File: config.mk
export PLATFORM = sky130hd
export DESIGN_NAME = mem_ctrl
export DESIGN_NICKNAME = d
export VERILOG_FILES = /design/src/rtl/mem_ctrl.sv
export SDC_FILE = /design/constraint.sdc
export NUM_CORES = 1
export LEC_CHECK = 0
export ABC_AREA = 1
export CAP_MARGIN = 20
export CORE_MARGIN = 2
export CORE_UTILIZATION = 53
export DETAILED_ROUTE_END_ITERATION = 8
export GPL_TIMING_DRIVEN = 1
export HOLD_SLACK_MARGIN = 0.05
export PLACE_DENSITY = 0.93
export SLEW_MARGIN = 20
export SYNTH_ARGS = -nofsm -noshare
export SYNTH_HDL_FRONTEND = slang
export SYNTH_SLANG_ARGS = --single-unit
File: constraint.sdc
create_clock -name clk -period 2.69 [get_ports clk]
set_clock_uncertainty 0.1 [all_clocks]
set_input_delay 0.807 -clock clk [delete_from_list [all_inputs] [get_ports clk]]
set_output_delay 0.807 -clock clk [all_outputs]
set_load 0.1 [all_outputs]
File: src/rtl/mem_ctrl.sv
// mem_ctrl -- boot-stream word loader and single-word read sequencer for the 16-entry memory.
// Rev 1.0
`default_nettype none

module mem_ctrl #(
  parameter int data_size  = 32,
  parameter int load_words = 16
) (
  input  logic                 clk,
  input  logic                 reset,
  input  logic                 load_start,
  input  logic [7:0]           byte_in,
  input  logic                 byte_valid,
  output logic                 byte_ready,
  output logic                 load_done,
  input  logic                 rd_req,
  input  logic [3:0]           rd_addr,
  output logic                 rd_ready,
  output logic                 rd_valid,
  output logic [data_size-1:0] rd_data,
  output logic                 busy,
  output logic [3:0]           mem_address,
  output logic                 mem_load,
  output logic                 mem_out_en,
  output logic [data_size-1:0] mem_din,
  input  logic [data_size-1:0] mem_dout
);

  typedef enum logic [1:0] {
    S_IDLE       = 2'd0,
    S_LOAD_BYTE  = 2'd1,
    S_LOAD_WRITE = 2'd2,
    S_READ       = 2'd3
  } state_t;

  localparam logic [3:0] c_last_ptr = 4'(load_words - 1);

  state_t               r_state;
  logic [3:0]           r_wr_ptr;
  logic [1:0]           r_byte_cnt;
  logic [data_size-1:0] r_word;
  logic                 r_byte_ready;
  logic                 r_load_done;
  logic                 r_rd_ready;
  logic                 r_rd_valid;
  logic [data_size-1:0] r_rd_data;
  logic                 r_busy;
  logic [3:0]           r_mem_address;
  logic                 r_mem_load;
  logic                 r_mem_out_en;
  logic [data_size-1:0] r_mem_din;
  logic [data_size-1:0] w_word_next;

  // Little-endian assembly: the first byte of each word lands in bits 7:0.
  always_comb begin
    w_word_next = r_word;
    w_word_next[{r_byte_cnt, 3'b000} +: 8] = byte_in;
  end

  // All outputs are registered, so each transition also loads the outputs of the next state.
  always_ff @(posedge clk or negedge reset) begin
    if (!reset) begin
      r_state       <= S_IDLE;
      r_wr_ptr      <= 4'd0;
      r_byte_cnt    <= 2'd0;
      r_word        <= '0;
      r_byte_ready  <= 1'b0;
      r_load_done   <= 1'b0;
      r_rd_ready    <= 1'b0;
      r_rd_valid    <= 1'b0;
      r_rd_data     <= '0;
      r_busy        <= 1'b0;
      r_mem_address <= 4'd0;
      r_mem_load    <= 1'b0;
      r_mem_out_en  <= 1'b0;
      r_mem_din     <= '0;
    end else begin
      r_rd_valid <= 1'b0;
      case (r_state)
        S_IDLE: begin
          if (load_start) begin
            r_load_done   <= 1'b0;
            r_wr_ptr      <= 4'd0;
            r_byte_cnt    <= 2'd0;
            r_state       <= S_LOAD_BYTE;
            r_byte_ready  <= 1'b1;
            r_rd_ready    <= 1'b0;
            r_busy        <= 1'b1;
            r_mem_address <= 4'd0;
          end else if (rd_req && r_rd_ready) begin
            r_state       <= S_READ;
            r_rd_ready    <= 1'b0;
            r_busy        <= 1'b1;
            r_mem_out_en  <= 1'b1;
            r_mem_address <= rd_addr;
          end else begin
            r_rd_ready <= 1'b1;
          end
        end
        S_LOAD_BYTE: begin
          if (byte_valid) begin
            r_word     <= w_word_next;
            r_byte_cnt <= r_byte_cnt + 2'd1;
            if (r_byte_cnt == 2'd3) begin
              r_state      <= S_LOAD_WRITE;
              r_byte_ready <= 1'b0;
              r_mem_load   <= 1'b1;
              r_mem_din    <= w_word_next;
            end
          end
        end
        S_LOAD_WRITE: begin
          r_mem_load <= 1'b0;
          if (r_wr_ptr == c_last_ptr) begin
            r_load_done   <= 1'b1;
            r_state       <= S_IDLE;
            r_busy        <= 1'b0;
            r_rd_ready    <= 1'b1;
            r_mem_address <= 4'd0;
          end else begin
            r_wr_ptr      <= r_wr_ptr + 4'd1;
            r_byte_cnt    <= 2'd0;
            r_state       <= S_LOAD_BYTE;
            r_byte_ready  <= 1'b1;
            r_mem_address <= r_wr_ptr + 4'd1;
          end
        end
        S_READ: begin
          r_mem_out_en  <= 1'b0;
          r_rd_data     <= mem_dout;
          r_rd_valid    <= 1'b1;
          r_state       <= S_IDLE;
          r_busy        <= 1'b0;
          r_rd_ready    <= 1'b1;
          r_mem_address <= 4'd0;
        end
        default: begin
          r_state       <= S_IDLE;
          r_byte_ready  <= 1'b0;
          r_busy        <= 1'b0;
          r_mem_load    <= 1'b0;
          r_mem_out_en  <= 1'b0;
          r_mem_address <= 4'd0;
        end
      endcase
    end
  end

  assign byte_ready  = r_byte_ready;
  assign load_done   = r_load_done;
  assign rd_ready    = r_rd_ready;
  assign rd_valid    = r_rd_valid;
  assign rd_data     = r_rd_data;
  assign busy        = r_busy;
  assign mem_address = r_mem_address;
  assign mem_load    = r_mem_load;
  assign mem_out_en  = r_mem_out_en;
  assign mem_din     = r_mem_din;

endmodule

`default_nettype wire

# Yosys cells after proc, flatten, opt, wreduce, memory -nomap -nowiden
# Index checks and enable logic that the tools add are counted.
[word_totals]
regBits = 115
in_bits = 49
out_inout_bits = 75
wordCells = 90
[op_classes]
add_sub_neg = 3
n_eq_ne = 13
shifts = 2
muxes = 39
n_reduce_logical = 19
[op_table]
columns = ["cell", "n"]
rows = [
  ["32-bit bitwise mux", 1],
  ["8-bit by 7-bit variable shift with 32-bit output (first input constant)", 1],
  ["8-bit by 7-bit variable part select with 32-bit output", 1],
  ["3-bit AND reduction", 7],
  ["4-bit 2-to-1 mux", 5],
  ["1-bit 2-to-1 mux", 16],
  ["2-bit 2-to-1 mux", 7],
  ["2-bit != test (second input constant)", 7],
  ["4-bit case mux with 3 select lines", 1],
  ["1-bit case mux with 3 select lines", 3],
  ["2-bit case mux with 4 select lines", 1],
  ["4-bit case mux with 2 select lines", 1],
  ["5-bit negation with 7-bit output", 1],
  ["2-bit == test (second input constant)", 3],
  ["1-bit case mux with 2 select lines", 3],
  ["2-bit case mux with 3 select lines", 1],
  ["2-bit AND reduction", 3],
  ["2-bit nonzero test", 3],
  ["3-bit nonzero test", 2],
  ["5-bit AND reduction", 1],
  ["4-bit by 1-bit adder with 4-bit output (second input constant)", 1],
  ["4-bit == test (second input constant)", 1],
  ["4-bit AND reduction", 1],
  ["3-bit != test (second input constant)", 1],
  ["4 further kinds", 4],
]

# Longest topological paths before layout
# Gate-level depths: netlist of run 1.
[depth]
word_depth = 4
ltp_mapped = 9
ltp_nobuf = 8

# Worst setup path before layout of run 1
# No wires, ideal clock.
[synth_timing]
path_kind = "register -> register"
from = "reg r_rd_ready (netlist: rd_ready)"
to = "reg r_mem_address[0] (netlist: mem_address[0])"
setup_time_ns = 0.122
arrival_time_ns = 1.711
required_time_ns = 2.468
path_slack_ns = 0.757
stages_incl_launch_ff = 8
path_buffers = 0
synth_period_minus_slack_ns = 1.933
path_cell_list = "dfrtp_1 nand2_1 nand3_1 inv_1 nor2_1 inv_1 nand2_1 nand2_1"
[synth_between]
elab_chain_len = 3
[synth_rtl]
columns = ["element", "line_no", "source"]
rows = [
  ["from (decl)", "44", "logic r_rd_ready;"],
  ["from (signal assigned)", "69", "r_rd_ready <= 1'b0;"],
  ["from (signal assigned)", "87", "r_rd_ready <= 1'b0;"],
  ["from (signal assigned)", "92", "r_rd_ready <= 1'b0;"],
  ["1-bit logical AND", "90", "end else if (rd_req && r_rd_ready) begin"],
  ["3-bit != test (no source line)", "n/a", ""],
  ["2-bit AND reduction (no source line)", "n/a", ""],
  ["to (signal assigned)", "95", "r_mem_address <= rd_addr;"],
  ["to (signal assigned)", "125", "r_mem_address <= r_wr_ptr + 4'd1;"],
  ["to (decl)", "48", "logic [3:0] r_mem_address;"],
]
# No other way between the ends.
# A chain may end at the register's enable or synchronous reset.

# Final worst setup path of run 1
[layout_timing]
from = "reg r_byte_cnt[1]"
to = "reg r_mem_din[20] (netlist: mem_din[20])"
[layout_between]
elab_chain_len = 3
elab_cells_between_ends = 6
cone_classes = "add/sub: 1; eq/ne: 1; shift: 2; mux: 1; reduce/logical: 1"
[layout_rtl]
columns = ["element", "line_no", "source"]
rows = [
  ["from (decl)", "40", "logic [1:0] r_byte_cnt;"],
  ["from (signal assigned)", "103", "r_byte_cnt <= r_byte_cnt + 2'd1;"],
  ["5-bit negation with 7-bit output", "57", "w_word_next[{r_byte_cnt, 3'b000} +: 8] = byte_in;"],
  ["8-bit by 7-bit variable part select with 32-bit output / 8-bit by 7-bit variable shift with 32-bit output (equally long branches)", "57", ""],
  ["32-bit bitwise mux", "57", ""],
  ["to (signal assigned)", "108", "r_mem_din <= w_word_next;"],
  ["to (decl)", "51", "logic [data_size-1:0] r_mem_din;"],
]
# Several ways; a longest one is shown, not always the timed one.

==> flow_summary.ini, run 1 <==
[outcome]
outcome = finished, final reports clean

[cts]
clock_latency_ps = 510
post_cts_resized = 0
cts_num_sinks = 115
path_clk_slew_ps = 60
cts-root-buf = clkbuf_8
post_cts_buffers = 0
cts_max_level = 4
cts_tree = yes
cts_buffers = 17
ctsLongestPathBuffers = 2
cts_hold_buf = 0

[logic_synthesis]
synthXorXnorAreaFrac = 0
synth_seq_cells = 115
synth.distinct_cells = 19
ys_seq_area_frac = 0.5719
netlist.area_leader.share = 0.5719
synth_top_cell_by_area = dfrtp_1
synthTopCellsByArea = dfrtp_1 57%, nand2_1 27%, inv_1 3.1%, o21ai_0 2.3%, o22ai_1 2.1%
async_reset_ff_frac = 1.000
synth-adder-area-share = 0.01740
synth.net_count = 687
syn-cell-area_mm2 = 0.005032
synth_top_family_by_area = simple AND/OR/NAND/NOR gates
synth-compound-area-share = 0.04699
synth_area_per_cell_um2 = 7.975
yosysWarnings = 0
synth-edff-count = 0
syn_inst = 631
synth_flop_cell = dfrtp_1
yosys-mux-area-fraction = 0
synth-simple-area-share = 0.3081

[timing]
rsz0062_at_grt = no
final-setup-viol-count = 0
hold_viol = 0
report.final.slew_viol_count = 0
tightest_slew_ps = 899.7
timing.final.ws_setup_ps = 570.8
finalCritPeriodShare = 0.7878
holdWs_ps = 131.5
fin_setup_tns_ps = 0
max_slew_margin = 0.3996
period_minus_slack_ps = 2119
max_freq_mhz = 471.9

[worst_setup_path]
r2r_slack_ps = 570
critical_path_peak_fanout = 11
end_kind = flop
regToRegEndpoint = mem_din[20]
criticalPathCategory = reg -> reg
arrival_ps = 2470
required_ps = 3040
r2r_start = r_byte_cnt[1]
start_kind = flop
ff2ff_path_depth = 7

[final_layout]
final_common_cell = nand2_1
drive_above_1_share = 0.1563
diodes = 0
nets = 812
area_delta_synth_final_pct = 35.28
layout_common_cells = 362 x nand2_1, 115 x dfrtp_1, 80 x buf_4, 47 x clkdlybuf4s50_1, 42 x inv_1
final_core_util = 0.7368

[global_routing]
antenna_found_initial = 0
track_usage = 0.2717
grt_pass1_wl_mm = 21.76
grt_overflow_total = 0
grt_pass1_vias = 4698
grt_max_degree = 52

[floorplan]
io_pins = 124
std_cell_rows = 35
die_area_mm2 = 0.01029
fp.dieH_um = 101.4
start_util = 0.5446
die_x_um = 101.4
core_area_mm2 = 0.009240

[place]
portBuffers = 123
dp_hpwl_mm = 8.952
gp_congestion = 0.8945
dp_slack_ps = 104.3

[job]
drv_cap = 0

[routing]
drt-total-wl_mm = 13.10
dr.pass1.iters = 6
drc = 0
drtIter0Drc = 261
ant_nets = 0
vias = 4660
wire_per_inst_um = 14.60
viasPerCell = 5.195

[worst_hold_path]
hp-class = in -> async
-- state kept, by name, summed over array words and instances, names as in the netlist --
name and flops:
r_wr_ptr 4, r_state 2, mem_load 1, rd_data 32, r_byte_cnt 2, mem_out_en 1, r_word 32, rd_ready 1
busy 1, mem_address 4, rd_valid 1, load_done 1, mem_din 32, byte_ready 1
-- layout make-up --
| cell class | count | area (µm²) |
|---|---|---|
| clock buffer | 23 | 486.7 |
| inverter | 46 | 172.7 |
| timing repair buffer | 129 | 1111 |
| clock inverter | 8 | 123.9 |
| fill | 672 | 2432 |
| tap | 129 | 161.4 |
| multi-input combinational | 447 | 1874 |
| sequential | 115 | 2878 |
-- worst max-delay path by stage --
stage	cells past startpoint	from	end
6_report	7	r_byte_cnt[1]	mem_din[20]
5_1_grt	7	r_byte_cnt[1]	mem_din[21]
4_1_cts	1	rd_data[0]	rd_data[0]
3_5_place_dp	7	byte_valid	mem_din[14]
3_3_place_gp	7	byte_valid	mem_din[25]
2_1_floorplan	7	rd_ready	mem_address[0]
-- cells by family (layout without fill, tap and decap cells) --
kind of cell | count (synthesis) | in the layout
flops | 115 | 115
buf+inv | 69 | 206
simple gates | 397 | 397
fa+ha+maj | 7 | 7
compound gates | 43 | 43
-- through the flow --
| stage | cells | cell area [µm²] |
|---|---|---|
| detailed placement | 866 | 6197 |
| global placement | 866 | 6197 |
| floorplan | 631 | 5032 |
| global route | 897 | 6808 |
| finish | 897 | 6808 |
| CTS | 897 | 6808 |
-- metal layers --
| layer | track usage | share of wire | vias to the layer above |
|---|---|---|---|
| met5 | 0 | 0 | - |
| met4 | 0.1071 | 0.019 | 0 |
| li1 | - | - | 2194 |
| met1 | 0.3384 | 0.41 | 2222 |
| met3 | 0.08696 | 0.081 | 26 |
| met2 | 0.4437 | 0.49 | 218 |
-- cell usage after synthesis (3+ instances only) --
library cell  count
nand2_1         362
nor2_1           10
buf_2             8
inv_1            42
nand4_1           4
a21oi_1           3
o22ai_1          17
inv_2             4
clkbuf_1          8
o21ai_0          23
nand3_1          17
ha_1              7
buf_1             4
dfrtp_1         115
buf_4             3
-- critical path, stage by stage (launching register included) --
cell and delay, ps:
dfrtp_1 400, inv_1 100, ha_1 200, inv_1 280
nand4_1 380, o21ai_0 410, nand2_1 110, nand2_1 80
Power of run 1 is left out: the tool's default activity adds up to more than one toggle a clock period on the data nets, which glitch-free logic cannot reach.
==> run 2: changes to the inputs <==
- CORE_UTILIZATION: 53 -> 49
- PLACE_DENSITY: 0.93 -> 0.87
- clock period: 2.69 -> 1.97 ns (I/O delays scaled with it)
==> run 2 against run 1 <==
Effect of this change: the run now ends with setup timing left; fmax increased by 5.1%; via count rose by 4.0%; critical endpoint is now r_word[22]; non-clock buffer count is 16 higher; die area grew 7.8%.
==> flow_summary.ini, run 2 (synthesis gave the netlist of run 1 again) <==
[cts]
path_clk_slew_ps = 60
clock_latency_ps = 510
cts_num_sinks = 115
cts_tree = yes
cts_max_level = 4
cts_buffers = 17
ctsLongestPathBuffers = 2
cts-root-buf = clkbuf_8

[worst_setup_path]
r2r_start = r_byte_cnt[1]
ff2ff_path_depth = 6
end_kind = flop
criticalPathCategory = reg -> reg
arrival_ps = 2360
r2r_slack_ps = -50
regToRegEndpoint = r_word[22]
required_ps = 2320
critical_path_peak_fanout = 8
start_kind = flop

[timing]
max_freq_mhz = 495.7
report.final.slew_viol_count = 0
period_minus_slack_ps = 2017
tightest_slew_ps = 445.6
max_slew_margin = 0.7029
timing.final.ws_setup_ps = -47.20
hold_viol = 0
finalCritPeriodShare = 1.024
final-setup-viol-count = 9
rsz0062_at_grt = yes

[worst_hold_path]
hp-class = reg -> reg
hold_end = r_word[2]
hp-start = r_word[2]
whs_path_depth = 2

[routing]
vias = 4846
drt-total-wl_mm = 14.58
drtIter0Drc = 357
dr.pass1.iters = 6
wire_per_inst_um = 15.91
viasPerCell = 5.290
drc = 0
ant_nets = 0

[floorplan]
die_x_um = 105.3
core_area_mm2 = 0.009864
std_cell_rows = 36
io_pins = 124
die_area_mm2 = 0.01110
start_util = 0.5101
fp.dieH_um = 105.3

[global_routing]
grt_max_degree = 38
track_usage = 0.2804
grt_pass1_wl_mm = 24.56
grt_pass1_vias = 5073
antenna_found_initial = 0
grt_overflow_total = 0

[job]
drv_cap = 0

[final_layout]
nets = 828
diodes = 0
drive_above_1_share = 0.1788
layout_common_cells = 362 x nand2_1, 115 x dfrtp_1, 82 x buf_12, 47 x clkdlybuf4s50_1, 41 x inv_1
fill_cells = 526
final_common_cell = nand2_1
postLayoutCellArea_mm2 = 0.007988
area_delta_synth_final_pct = 58.73

[place]
dp_hpwl_mm = 10.09
gp_congestion = 0.8923
portBuffers = 123
placed_cell_area_mm2 = 0.007308

[outcome]
outcome = finished, violations left
violations = setup timing
-- run 2: area by class of cell --
cell class	instances	area, µm²	area share
inverters	46	176.4	0.02209
clock inverters	10	181.4	0.02271
clock buffers	20	445.4	0.05576
multi-input cells	447	1906	0.2386
flip-flops and latches	115	2878	0.3603
well taps	133	166.4	0.02083
repair buffers	145	2235	0.2798
-- run 2: through the flow --
stage,std cells,setup TNS [ps],setup slack (ps),hold slack [ps],util
global route,916,-3553,-224.6,390.7,0.8097
CTS,915,-35.45,-17.33,380.8,0.8054
detailed placement,884,-1218,-90.00,366.1,0.7409
global placement,884,-189.9,-12.91,361.3,0.7409
finish,916,-277.4,-47.20,379.8,0.8097
floorplan,631,0,36.68,195.4,-
-- run 2: repair_timing --
item | in CTS | in global routing
endpoints found under the setup margin | 3 | 44
endpoints found under the hold margin | 29 | 0
setup buffers | 0 | 1
resized for setup | 0 | 13
cloned | 0 | 0
hold buffers | 1 | 0
pin swaps | 0 | 0
-- run 2: worst max-delay path, stage by stage (launching register included) --
cell and delay, ps:
dfrtp_1 430, inv_1 110, ha_1 380, nand4_1 380, o21ai_0 390, nand2_1 90, nand2_1 70
-- run 2: worst max path at each step --
stage	startpoint	end	cells after the start
5_1_grt	r_byte_cnt[1]	r_word[22]	6
3_5_place_dp	byte_valid	mem_din[14]	8
2_1_floorplan	rd_ready	mem_address[0]	7
6_report	r_byte_cnt[1]	r_word[22]	6
4_1_cts	r_byte_cnt[1]	r_word[5]	7
3_3_place_gp	byte_valid	mem_din[18]	8
-- run 2: routing by layer --
metal	wire length, µm	track usage
met1	5377	0.3219
met2	7180	0.4576
met3	1674	0.1169
met4	346	0.1257
met5	0	0
Power of run 2 is left out for the same reason.
==> run 3: changes to the inputs <==
- CORE_UTILIZATION: 49 -> 25
- PLACE_DENSITY: 0.87 -> 0.54
==> run 3 against run 2 <==
Effect of this change: the run now ends clean; routed wire length shrank 3.4%; fmax is 15% higher; first-iteration DRC count is 38% lower; hold slack lost 0.81 ps; cell count grew 16%; sequential share of layout area down 0.89 points; sequential cell count unchanged; critical path depth up 2; critical path type unchanged.
==> flow_summary.ini, run 3 (synthesis gave the netlist of run 1 again) <==
[outcome]
outcome = finished, final reports clean

[global_routing]
grt_pass1_vias = 4534
grt_overflow_total = 0
grt_max_degree = 37
grt_pass1_wl_mm = 23.67
antenna_found_initial = 0
track_usage = 0.1400

[worst_setup_path]
arrival_ps = 1950
start_kind = flop
regToRegEndpoint = mem_din[8]
critical_path_peak_fanout = 15
r2r_slack_ps = 220
r2r_start = r_byte_cnt[0]
required_ps = 2170
ff2ff_path_depth = 8
criticalPathCategory = reg -> reg
end_kind = flop

[routing]
vias = 4424
ant_nets = 0
viasPerCell = 4.181
drtIter0Drc = 221
drc = 0
drt-total-wl_mm = 14.08
wire_per_inst_um = 13.31
dr.pass1.iters = 5

[final_layout]
layout_common_cells = 362 x nand2_1, 115 x dfrtp_1, 84 x buf_12, 47 x clkdlybuf4s50_1, 41 x inv_1
final_core_util = 0.4181
diodes = 0
postLayoutCellArea_mm2 = 0.008190
nets = 837
fill_cells = 1943
area_delta_synth_final_pct = 62.75
drive_above_1_share = 0.1816
final_common_cell = nand2_1

[place]
dp_hpwl_mm = 10.09
placed_cell_area_mm2 = 0.007566
dp_slack_ps = -72.44
gp_congestion = 0.7602
portBuffers = 123

[worst_hold_path]
hp-class = reg -> reg
whs_path_depth = 2
hold_end = r_word[4]
hp-start = r_word[4]

[timing]
report.final.slew_viol_count = 0
max_freq_mhz = 570.8
finalCritPeriodShare = 0.8894
rsz0062_at_grt = no
fin_setup_tns_ps = 0
hold_viol = 0
timing.final.ws_setup_ps = 217.9
final-setup-viol-count = 0
tightest_slew_ps = 593.4
max_slew_margin = 0.6038
period_minus_slack_ps = 1752

[floorplan]
die_area_mm2 = 0.02128
io_pins = 124
die_x_um = 145.9
std_cell_rows = 51
core_area_mm2 = 0.01959
start_util = 0.2569
fp.dieH_um = 145.9

[cts]
cts_max_level = 4
cts_tree = yes
ctsLongestPathBuffers = 2
clock_latency_ps = 410
cts_num_sinks = 115
cts-root-buf = clkbuf_16
path_clk_slew_ps = 50
cts_buffers = 17

[job]
drv_cap = 0
[run 3: worst max path at each step]
stage | start | to | slack, ps
floorplan | rd_ready | mem_address[0] | 40
global placement | load_start | mem_address[0] | -60
detailed placement | load_start | mem_address[0] | -70
CTS | r_byte_cnt[0] | mem_din[26] | 110
global route | r_byte_cnt[0] | mem_din[8] | 90
finish | r_byte_cnt[0] | mem_din[8] | 220
[run 3: worst max-delay path: stages, from the launching register on]
cell	delay [ps]
dfrtp_1	370
inv_1	80
buf_4	130
ha_1	210
clkinvlp_4	260
nand3_1	210
o22ai_1	140
nand2_1	100
nand2_1	50
[run 3: metal layers]
metal	up-vias	track usage	part of all wire
met5	-	0	0
met2	144	0.2059	0.44
li1	2238	-	-
met1	2031	0.1772	0.44
met3	11	0.07461	0.11
met4	0	0.04265	0.0097
[run 3: timing repair]
item	CTS	global route
resized for setup	0	2
endpoints found under the hold margin	19	0
hold buffers	1	0
endpoints found under the setup margin	0	23
buffers inserted	0	1
[run 3: final cells by class]
cell class | instances | area, µm² | share of cell area
Clock inverter | 9 | 128.9 | 0.01573
Multi-Input combinational cell | 447 | 1874 | 0.2288
Sequential cell | 115 | 2878 | 0.3514
Inverter | 46 | 176.4 | 0.02154
Clock buffer | 22 | 474.2 | 0.05790
Timing Repair Buffer | 154 | 2327 | 0.2841
Tap cell | 265 | 331.6 | 0.04048
[run 3: per-stage QoR]
step                      hold slack [ps]  std cells
final                               379.0       1058
after global routing                402.4       1058
after global placement              362.6       1025
after CTS                           379.0       1057
after floorplan                     195.4        631
after detailed placement            365.0       1025
Power of run 3 is left out for the same reason.
